**src/rtl/temporal_pkg.sv**
```systemverilog
// Shared constants, state encoding and helpers for the temporal encoder
// and the other gamma-cycle blocks.
package temporal_pkg;

  localparam int DEF_GAMMA_CYCLE_WIDTH = 16;
  localparam int DEF_PULSE_WIDTH = 8;

  typedef enum logic [1:0] {
    IDLE,
    WAIT,
    PULSE,
    DONE
  } enc_state_t;

  function automatic int value_width(input int g);
    return (g > 1) ? $clog2(g) : 1;
  endfunction

endpackage

```
**src/rtl/gamma_counter.sv**
```systemverilog
// Gamma-cycle counter: cnt runs 0..G-1 while enabled, restarts at 0.
// Ports: aclk, grst (async, active-high), enable_i; cnt_o (current
// slot), wrap_o (next posedge starts a gamma cycle), gamma_rst_o.
module gamma_counter
  import temporal_pkg::*;
#(
  parameter int GAMMA_CYCLE_WIDTH = DEF_GAMMA_CYCLE_WIDTH,
  localparam int VW = value_width(GAMMA_CYCLE_WIDTH)
) (
  input  logic          aclk,
  input  logic          grst,
  input  logic          enable_i,
  output logic [VW-1:0] cnt_o,
  output logic          wrap_o,
  output logic          gamma_rst_o
);

  localparam logic [VW-1:0] LAST = VW'(GAMMA_CYCLE_WIDTH - 1);

  logic          run_q;
  logic [VW-1:0] cnt_q;
  logic [VW-1:0] cnt_d;
  logic          gamma_rst_q;

  // First enabled edge after a stop restarts at 0 and counts as a wrap.
  always_comb begin
    cnt_d  = '0;
    wrap_o = 1'b0;
    if (enable_i) begin
      if (!run_q || cnt_q == LAST) begin
        wrap_o = 1'b1;
      end else begin
        cnt_d = cnt_q + VW'(1);
      end
    end
  end

  always_ff @(posedge aclk or posedge grst) begin
    if (grst) begin
      run_q       <= 1'b0;
      cnt_q       <= '0;
      gamma_rst_q <= 1'b0;
    end else begin
      run_q       <= enable_i;
      cnt_q       <= cnt_d;
      gamma_rst_q <= wrap_o;
    end
  end

  assign cnt_o       = cnt_q;
  assign gamma_rst_o = gamma_rst_q;

endmodule

```
**src/rtl/temporal_encoder.sv**
```systemverilog
// Encodes a value as a pulse at slot v of the following gamma cycle.
// Ports: aclk, grst (async, active-high), enable, in_valid/in_value/
// in_ready handshake, gamma_rst strobe, pulse, busy.
// Macro TEMPORAL_NULL_EN: v > G-PULSE_WIDTH means "never" (no pulse);
// otherwise such values are clamped to G-PULSE_WIDTH.
module temporal_encoder
  import temporal_pkg::*;
#(
  parameter int GAMMA_CYCLE_WIDTH = DEF_GAMMA_CYCLE_WIDTH,
  parameter int PULSE_WIDTH = DEF_PULSE_WIDTH,
  localparam int VALUE_WIDTH = value_width(GAMMA_CYCLE_WIDTH)
) (
  input  logic                   aclk,
  input  logic                   grst,
  input  logic                   enable,
  input  logic                   in_valid,
  input  logic [VALUE_WIDTH-1:0] in_value,
  output logic                   in_ready,
  output logic                   gamma_rst,
  output logic                   pulse,
  output logic                   busy
);

  localparam int VW = VALUE_WIDTH;
  localparam int VMAX = GAMMA_CYCLE_WIDTH - PULSE_WIDTH;
  localparam logic [VW:0] VMAX_W = (VW+1)'(VMAX);
  localparam logic [VW-1:0] VMAX_V = VW'(VMAX);
  localparam logic [VW:0] PW_W = (VW+1)'(PULSE_WIDTH);

  logic [VW-1:0] cnt;
  logic          wrap;

  gamma_counter #(
    .GAMMA_CYCLE_WIDTH(GAMMA_CYCLE_WIDTH)
  ) u_cnt (
    .aclk       (aclk),
    .grst       (grst),
    .enable_i   (enable),
    .cnt_o      (cnt),
    .wrap_o     (wrap),
    .gamma_rst_o(gamma_rst)
  );

  logic          pend_valid_q, pend_valid_d;
  logic [VW-1:0] pend_v_q, pend_v_d;
  logic          act_valid_q, act_valid_d;
  logic [VW-1:0] act_v_q, act_v_d;
  logic          act_null_q, act_null_d;
  enc_state_t    state_q, state_d;
  logic          pulse_q, pulse_d;

  logic          hs;
  logic          pend_over;
  logic [VW:0]   act_w;
  logic [VW:0]   cnt_p1;

  assign hs        = in_valid & ~pend_valid_q;
  assign pend_over = {1'b0, pend_v_q} > VMAX_W;
  assign act_w     = {1'b0, act_v_q};
  assign cnt_p1    = {1'b0, cnt} + (VW+1)'(1);

  // A wrap empties pending; a handshake in the same cycle refills it.
  always_comb begin
    pend_valid_d = pend_valid_q;
    pend_v_d     = pend_v_q;
    if (wrap) begin
      pend_valid_d = 1'b0;
    end
    if (hs) begin
      pend_valid_d = 1'b1;
      pend_v_d     = in_value;
    end
  end

  always_comb begin
    act_valid_d = act_valid_q;
    act_v_d     = act_v_q;
    act_null_d  = act_null_q;
    if (!enable) begin
      act_valid_d = 1'b0;
    end else if (wrap) begin
      act_valid_d = pend_valid_q;
      act_v_d     = pend_over ? VMAX_V : pend_v_q;
`ifdef TEMPORAL_NULL_EN
      act_null_d  = pend_over;
`else
      act_null_d  = 1'b0;
`endif
    end
  end

  // Transitions look one slot ahead so pulse can be a plain flop
  // that lines up with cnt, including v=0 alongside gamma_rst.
  always_comb begin
    state_d = state_q;
    if (!enable) begin
      state_d = IDLE;
    end else if (wrap) begin
      if (!act_valid_d) begin
        state_d = IDLE;
      end else if (act_null_d) begin
        state_d = DONE;
      end else if (act_v_d == '0) begin
        state_d = PULSE;
      end else begin
        state_d = WAIT;
      end
    end else begin
      unique case (state_q)
        IDLE:  state_d = IDLE;
        WAIT:  if (cnt_p1 == act_w) state_d = PULSE;
        PULSE: if (cnt_p1 == act_w + PW_W) state_d = DONE;
        DONE:  state_d = DONE;
        default: state_d = IDLE;
      endcase
    end
    pulse_d = (state_d == PULSE);
  end

  always_ff @(posedge aclk or posedge grst) begin
    if (grst) begin
      pend_valid_q <= 1'b0;
      pend_v_q     <= '0;
      act_valid_q  <= 1'b0;
      act_v_q      <= '0;
      act_null_q   <= 1'b0;
      state_q      <= IDLE;
      pulse_q      <= 1'b0;
    end else begin
      pend_valid_q <= pend_valid_d;
      pend_v_q     <= pend_v_d;
      act_valid_q  <= act_valid_d;
      act_v_q      <= act_v_d;
      act_null_q   <= act_null_d;
      state_q      <= state_d;
      pulse_q      <= pulse_d;
    end
  end

  assign in_ready = ~pend_valid_q;
  assign pulse    = pulse_q;
  assign busy     = (state_q == WAIT) || (state_q == PULSE);

endmodule

```
**config.mk**
```make
export PLATFORM = sky130hd
export DESIGN_NAME = temporal_encoder
export DESIGN_NICKNAME = d
export VERILOG_FILES = /design/src/rtl/temporal_pkg.sv /design/src/rtl/gamma_counter.sv /design/src/rtl/temporal_encoder.sv
export SDC_FILE = /design/constraint.sdc
export NUM_CORES = 1
export LEC_CHECK = 0
export CAP_MARGIN = 20
export CORE_UTILIZATION = 40
export DETAILED_ROUTE_END_ITERATION = 7
export PLACE_DENSITY = 0.65
export SETUP_SLACK_MARGIN = 0.15
export SLEW_MARGIN = 20
export SYNTH_ARGS = -nofsm -noshare
export SYNTH_HDL_FRONTEND = slang
export SYNTH_SLANG_ARGS = --single-unit
```
**constraint.sdc**
```tcl
create_clock -name aclk -period 3.85 [get_ports aclk]
set_input_delay 0.77 -clock aclk [delete_from_list [all_inputs] [get_ports aclk]]
set_output_delay 0.77 -clock aclk [all_outputs]
set_load 0.1 [all_outputs]
```
==> reports/results.ini, run 1 <==
[outcome]
status=finished clean

[power]
internal_power_uw=356
power_frac_seq_pct=48.7
clockPowerShare_pct=21.8
p_leak_nw=0.528
sw_frac_of_total_pct=33.7
pwr-share-comb_pct=29.4
irDropWorstVdd_mv=0.341
p_per_area_nw_per_um2=475
p_sw_uw=181

[routing]
post_drt_wl_per_cell_microns=12.7
ant_nets=0
firstDrtPassIters=4
totalWireLength_microns=1650
vias_per_cell=5.08
vias=660
dr.first_iter.drc_count=4
drc=0

[timing]
skew_ps=6.01
rsz0062_at_grt=no
hold_viol_final=0
tightest_slew_ps=967
max_freq_mhz=370
fin_hold_ws_ps=539
post-route-period-util_pct=70.1
slew_headroom_pct=35.3
slew_violations=0
period_needed_ps=2700
setup_violations=0
layout_setup_ws_ps=1150
finalSetupTns_ps=0

[floorplanning]
row_count=17
start_util_pct=42.8
die-area_sq_um=2590
ioPinCount=12
die_w_microns=50.9
fp.dieH_microns=50.9
core_area_sq_um=2230

[placed_design]
dp_hpwl_microns=1230
io_buffers=11
place_ws_ps=1490
gp_congestion=0.792
placed_area_sq_um=1090

[clock_network]
path_clk_slew_ps=110
clk_path_buf_depth=2
htree_num_levels=1
post_cts_resized=0
post_cts_buffers=0
clkSinkCount=18
clock_latency_ps=300
cts_buffers=3
cts_root_buffer=clkbuf_4
cts_tree=yes
cts_hold_buf=0

[logic_synthesis]
synth_xor_area_share_pct=7.07
synth_ff_type=dfrtp_1
synth.most_common_cell=dfrtp_1
syn_nets=102
ys_ff_latch=18
yosysWarnings=0
synth_top_family_by_area=simple AND/OR/NAND/NOR gates
seq_area_frac_synth_pct=47.1
synth_mux_area_share_pct=5.89
ys_async_sr_fraction_pct=100
netlist_instances=88
synth_compound_area_share_pct=12.6
ys_types=31
synthAdderAreaFrac_pct=7.85
synth_top_cell_by_area=dfrtp_1
synth_area_leaders=dfrtp_1 47%, ha_1 7.9%, mux2_2 5.9%, nand2_1 2.7%, xor2_1 2.7%
avgSynthCellArea_sq_um=10.9
synth_top_area_share_pct=47.1
syn_area_sq_um=956
yosys.area_share.simple_pct=16.8
synth_common_cells=18 x dfrtp_1, 7 x nand2_1, 6 x ha_1, 6 x inv_1
synth-edff-count=0

[setup_path]
crit_path_end_kind=primary output
crit_arrival_ps=1930
r2r_end=pulse$_DFF_PP0_
critPathRequiredTime_ps=3080
crit_fanout=4
r2r_cells=6
start_kind=register
r2r-start=u_cnt.cnt_o[0]$_DFF_PP0_
critical_path_class=reg -> out
reg2reg_setup_slack_ps=1890

[min_path]
hold_start=act_v_q[1]$_DFF_PP0_
hold_end=act_v_q[1]$_DFF_PP0_
min_delay_path_depth=2
hold_path.class=reg -> reg

[grt]
grt_pass1_vias=662
grt_max_degree=19
gr-usage-met3_pct=1.79
globalRouteTotalUtil_pct=15.1
grtUsageMet1_pct=19.4
grt_pass1_wl_microns=2810
antenna_found_initial=0
busiest_layer=met2
gr-usage-met2_pct=24.0
grt-ovfl-total=0

[finish]
final_cell_area_sq_um=1130
layout.nets=117
drive_above_1_share_pct=13.7
fin_util_pct=50.6
antenna_cells=0
syn_to_final_growth_pct=18.3

[run]
max-cap-violations=0

[metrics by stage]
| step | power [mW] | instances |
|---|---|---|
| global placement | 0.421 | 126 |
| finish | 0.537 | 130 |
| floorplan | 0.386 | 88 |
| global route | 0.572 | 130 |
| detailed placement | 0.427 | 126 |
| CTS | 0.544 | 130 |
[power by group through the flow]
stage | Sequential [mW] | Clock, mW | Combinational, mW
CTS | 0.263 | 0.121 | 0.160
global route | 0.270 | 0.130 | 0.173
finish | 0.262 | 0.117 | 0.158
global placement | 0.263 | 0 | 0.157
floorplan | 0.262 | 0 | 0.124
detailed placement | 0.267 | 0 | 0.159
[layer usage]
metal	share of wire, %	up-vias
met5	0	-
met4	1.9	0
met2	47	11
li1	-	335
met3	1.8	4
met1	50	310
[critical path, stage by stage, from the launching register on]
cell	delay, ps
dfrtp_1	430
inv_1	80
clkdlybuf4s50_1	1120
[placed cells by master, fill, tap and decap left out, drive strengths merged, types with 3 or more instances in the layout]
| cell | netlist | layout |
|---|---|---|
| inv | 6 | 6 |
| nor2 | 5 | 5 |
| dfrtp | 18 | 18 |
| nand3 | 4 | 4 |
| ha | 6 | 6 |
| clkdlybuf4s50 | 0 | 10 |
| clkbuf | 1 | 4 |
| mux2 | 5 | 5 |
| o21ai | 4 | 4 |
| nand2 | 7 | 7 |
| xor2 | 3 | 3 |
| nand2b | 3 | 3 |
[how the worst max path moves through the flow]
stage,start,to,depth (start not counted)
after CTS,pend_valid_q$_DFFE_PP0P_,in_ready,2
after floorplan,state_q[0]$_DFF_PP0_,busy,2
final,pend_valid_q$_DFFE_PP0P_,in_ready,2
after global routing,pend_valid_q$_DFFE_PP0P_,in_ready,2
after global placement,pend_valid_q$_DFFE_PP0P_,in_ready,2
after detailed placement,pend_valid_q$_DFFE_PP0P_,in_ready,2
[logic make-up after synthesis]
| logic type | after synthesis |
|---|---|
| AND/OR/NAND/NOR | 30 |
| adder cells (fa/ha/maj) | 6 |
| flip-flops | 18 |
| AO/OA/AOI/OAI | 16 |
| multiplexers | 5 |
| buffers and inverters | 7 |
| XOR/XNOR | 6 |
[flip-flops by register name (all words and copies together), names as in the netlist]
register	flops
pend_valid_q	1
u_cnt.run_q	1
pend_v_q	4
act_v_q	4
state_q	2
u_cnt.cnt_o	4
pulse	1
u_cnt.gamma_rst_o	1
[area by class of cell]
cell class	instances	area (sq um)
multi-input cells	63	479
well taps	28	35.0
repair buffers	11	108
clock buffers	4	36.3
fillers	207	1100
flip-flops and latches	18	450
inverters	6	22.5
Note: power is estimated with default switching activity, not from simulation.
==> run 2, diff against run 1 <==
- PLACE_DENSITY: 0.65 -> 0.67
- clock period: 3.85 -> 2.4 ns (I/O delays scaled with it)
==> run 2 against run 1 <==
Compared with the run above: via count rose by 2.9%; count of clock-buffer cells in the layout is 1 lower; non-clock buffer count did not move; sequential power is 60% higher; power up 52%; hold slack worse by 35 ps; first-iteration DRC count rose to 2.8 times the previous value; global-route usage is 0.077 points higher; combinational power rose by 66%; sequential share of layout area up 0.31 points; die area unchanged; routed wire length up 0.12%; largest cell class unchanged; largest power group unchanged; highest routed layer unchanged.
==> reports/results.ini, run 2 (synthesis results as in run 1) <==
[finish]
layout.nets=117
drive_above_1_share_pct=15.8
syn_to_final_growth_pct=17.4
mostFrequentLayoutCells=18 x dfrtp_1, 7 x nand2_1, 7 x clkdlybuf4s50_1
layout.cells.non_filler=129
antenna_cells=0
final_common_cell=dfrtp_1
fin_util_pct=50.3

[timing]
setup_violations=0
period_needed_ps=1960
tightest_slew_ps=657
slew_violations=0
skew_ps=1.28
fin_hold_ws_ps=504
post-route-period-util_pct=81.6
hold_viol_final=0
slew_headroom_pct=56.2
rsz0062_at_grt=no
finalSetupTns_ps=0
max_freq_mhz=510

[routing]
vias=679
totalWireLength_microns=1650
ant_nets=0
vias_per_cell=5.26
drc=0
dr.first_iter.drc_count=11
firstDrtPassIters=4
post_drt_wl_per_cell_microns=12.8

[grt]
grt_pass1_wl_microns=2820
gr-usage-met3_pct=1.79
grt_pass1_vias=631
grt-ovfl-total=0
antenna_found_initial=0
grtUsageMet1_pct=20.3
grt_max_degree=19
globalRouteTotalUtil_pct=15.2
busiest_layer=met2
gr-usage-met2_pct=24.0

[clock_network]
post_cts_buffers=0
cts_tree=yes
cts_root_buffer=clkbuf_4
post_cts_resized=0
cts_buffers=3
clock_latency_ps=280
cts_hold_buf=0
clk_path_buf_depth=2
htree_num_levels=1
clkSinkCount=18
path_clk_slew_ps=90

[power]
irDropWorstVdd_mv=0.477
p_leak_nw=0.529
sw_frac_of_total_pct=33.7
power_frac_seq_pct=51.2
clockPowerShare_pct=16.8
pwr-share-comb_pct=32.0
p_sw_uw=276
internal_power_uw=542
p_per_area_nw_per_um2=729

[setup_path]
crit_arrival_ps=2180
crit_path_end_kind=register
worstPathCellList=ha_1 -> o21ba_2 -> a22oi_2 -> a31oi_1 -> or4_4 -> o21ai_2
critPathMaxStageDelay_ps=490
critPathRequiredTime_ps=2620
critical_path_class=reg -> reg
crit_fanout=6
critPathSlowestCell=or4_4
start_kind=register

[min_path]
hold_path.class=reg -> reg

[floorplanning]
fp.dieH_microns=50.9
die-area_sq_um=2590
start_util_pct=42.8
row_count=17
ioPinCount=12
core_area_sq_um=2230
die_w_microns=50.9

[placed_design]
gp_congestion=0.866
io_buffers=11
dp_hpwl_microns=1310
post-place-cells=126

[run]
max-cap-violations=0

[outcome]
status=finished clean

-- run 2: cell types whose count changed in the layout (fill, tap and decap cells not counted), sizes merged --
cell and delta:
clkbuf -1, buf +3, clkdlybuf4s50 -3
-- run 2: final cells by class --
type,instances,area [sq um]
Timing Repair Buffer,11,113
Tap cell,28,35.0
Sequential cell,18,450
Inverter,6,22.5
Fill cell,221,1110
Clock buffer,3,22.5
Multi-Input combinational cell,63,479
-- run 2: worst paths after layout --
path,slack [ps],cells after the start,to,start
max in group asynchronous,1400,2,u_cnt.cnt_o[3]$_DFF_PP0_,grst
hold reg to reg,500,2,act_v_q[1]$_DFF_PP0_,act_v_q[1]$_DFF_PP0_
setup / recovery,440,6,pulse$_DFF_PP0_,u_cnt.cnt_o[0]$_DFF_PP0_
hold / removal,500,2,act_v_q[1]$_DFF_PP0_,act_v_q[1]$_DFF_PP0_
min in group asynchronous,580,2,pend_v_q[3]$_DFFE_PP0P_,grst
setup reg to reg,440,6,pulse$_DFF_PP0_,u_cnt.cnt_o[0]$_DFF_PP0_
-- run 2: per-layer routing --
| metal | vias up | wire, microns |
|---|---|---|
| li1 | 334 | - |
| met1 | 333 | 782 |
| met2 | 10 | 820 |
| met3 | 2 | 34 |
| met4 | 0 | 10 |
| met5 | - | 0 |
-- run 2: worst max-delay path, delay by kind of cell, from the launching register on --
family                   cells  cell delay, ps
adder cells (fa/ha/maj)      1             300
flip-flops                   1             450
AO/OA/AOI/OAI                4             650
AND/OR/NAND/NOR              1             490
-- run 2: stage by stage --
step / worst slack (ps) / instance area (sq um) / power, mW
after floorplan: 567 / 956 / 0.619
after global placement: 457 / 1100 / 0.682
after detailed placement: 431 / 1100 / 0.690
after CTS: 441 / 1120 / 0.831
after global routing: 356 / 1120 / 0.868
final: 441 / 1120 / 0.818
-- run 2: power by group through the flow --
| stage | registers (mW) | clock network [mW] | logic [mW] |
|---|---|---|---|
| 2_1_floorplan | 0.420 | 0 | 0.199 |
| 5_1_grt | 0.428 | 0.156 | 0.284 |
| 6_report | 0.419 | 0.137 | 0.262 |
| 4_1_cts | 0.420 | 0.147 | 0.264 |
| 3_3_place_gp | 0.424 | 0 | 0.258 |
| 3_5_place_dp | 0.427 | 0 | 0.263 |
==> run 3, diff against run 2 <==
- PLACE_DENSITY: 0.67 -> 0.65
- clock period: 2.4 -> 1.97 ns (I/O delays scaled with it)
==> run 3 against run 2 <==
Compared with the run above: count of clock-buffer cells in the layout unchanged; combinational power increased by 31%; critical path depth unchanged; fmax increased by 11%; clock power increased by 27%; flip-flop and latch count unchanged; power increased by 25%; sequential power increased by 21%; critical path type unchanged.
==> reports/results.ini, run 3 (synthesis results as in run 1) <==
[outcome]
status=finished clean

[power]
sw_frac_of_total_pct=33.5
p_per_area_nw_per_um2=864
p_sw_uw=343
irDropWorstVdd_mv=0.438
pwr-share-comb_pct=33.5
internal_power_uw=681
p_leak_nw=0.552
power_frac_seq_pct=49.5
clockPowerShare_pct=17.0

[grt]
grt_pass1_vias=653
grt_pass1_wl_microns=2640
grt-ovfl-total=0
antenna_found_initial=0
globalRouteTotalUtil_pct=14.1
grt_max_degree=19

[setup_path]
critPathRequiredTime_ps=2190
critical_path_class=reg -> reg
critPathSlowestCell=or4_4
crit_fanout=6
cp_top_family=compound AO/OA/AOI/OAI gates
worstPathCellList=ha_4 -> o21ba_2 -> a22oi_2 -> a31oi_1 -> or4_4 -> o21ai_2
critPathMaxStageDelay_ps=490
cp.buffers_inverters=0
crit_path_end_kind=register
start_kind=register
crit_arrival_ps=1990

[floorplanning]
die-area_sq_um=2590
row_count=17
ioPinCount=12
die_w_microns=50.9
core_area_sq_um=2230
start_util_pct=42.8
fp.dieH_microns=50.9

[timing]
skew_ps=2.19
hold_viol_final=0
slew_violations=0
tightest_slew_ps=390
layout_setup_ws_ps=198
post-route-period-util_pct=90.0
slew_headroom_pct=74.0
max_freq_mhz=564
period_needed_ps=1770
setup_violations=0
finalSetupTns_ps=0
rsz0062_at_grt=yes

[routing]
vias_per_cell=5.15
post_drt_wl_per_cell_microns=11.8
drc=0
ant_nets=0
vias=685
firstDrtPassIters=4
totalWireLength_microns=1570
dr.first_iter.drc_count=10

[finish]
antenna_cells=0
drive_above_1_share_pct=21.0
layout.nets=121
mostFrequentLayoutCells=18 x dfrtp_1, 7 x nand2_1, 7 x clkdlybuf4s50_1
final_common_cell=dfrtp_1
layout.cells.non_filler=133
final_cell_area_sq_um=1180
fin_util_pct=53.1
n_fill_cell=207
syn_to_final_growth_pct=24.0
ff_latch_area_sq_um=450
multi_input_area_sq_um=499

[clock_network]
clock_latency_ps=280
cts_hold_buf=0
cts_root_buffer=clkbuf_4
path_clk_slew_ps=90
cts_tree=yes
htree_num_levels=1
cts_buffers=3
clk_path_buf_depth=2
clkSinkCount=18

[run]
max-cap-violations=0

[placed_design]
dp_hpwl_microns=1220
gp_congestion=0.803
io_buffers=11
post-place-cells=128
placed_area_sq_um=1130
place_ws_ps=120

[min_path]
hold_path.class=in -> async

==> run 3: metal layers <==
layer  vias to the layer above  GRT usage, %  routed length [microns]
met5                         -             0                        0
met4                         0          8.33                       12
met3                         2          2.68                       50
met2                        13          23.6                      770
met1                       330          16.9                      736
li1                        340             -                        -
==> run 3: area by class of cell <==
class,count,share of cell area [%]
flip-flops and latches,18,38.0
well taps,28,2.96
repair buffers,15,13.1
clock buffers,3,1.90
inverters,6,1.90
multi-input cells,63,42.1
==> run 3: metrics by stage <==
stage	power, mW	hold slack, ps
finish	1.02	410
global route	1.08	443
CTS	1.04	411
detailed placement	0.858	512
global placement	0.849	497
floorplan	0.754	333
==> run 3: timing repair <==
action                                 in CTS  in global routing
endpoints found under the hold margin       0                  0
gates resized for setup                     0                  2
gates cloned                                0                  0
setup endpoints to repair                   2                  3
buffers inserted                            1                  1
pin swaps                                   0                  1
==> run 3: tightest hold or removal path, cell delays in order <==
cell and delay [ps]:
clkdlybuf4s50_1 390, inv_1 50, buf_4 240
==> run 3: path summary, 6_finish.rpt <==
kind | startpoint | end | slack, ps | cells after the start
worst max-delay path | u_cnt.cnt_o[0]$_DFF_PP0_ | pulse$_DFF_PP0_ | 200 | 6
worst min register to register | act_v_q[1]$_DFF_PP0_ | act_v_q[1]$_DFF_PP0_ | 520 | 2
max in group asynchronous | grst | state_q[0]$_DFF_PP0_ | 1370 | 3
worst max register to register | u_cnt.cnt_o[0]$_DFF_PP0_ | pulse$_DFF_PP0_ | 200 | 6
worst min-delay path | grst | pend_v_q[3]$_DFFE_PP0P_ | 410 | 3
min in group aclk | act_v_q[1]$_DFF_PP0_ | act_v_q[1]$_DFF_PP0_ | 520 | 2
==> run 3: power groups by stage <==
stage          logic (mW)  registers, mW  clock network (mW)
6_report            0.343          0.507               0.174
5_1_grt             0.369          0.521               0.195
4_1_cts             0.344          0.509               0.185
3_5_place_dp        0.340          0.519                   0
3_3_place_gp        0.333          0.516                   0
2_1_floorplan       0.243          0.511                   0
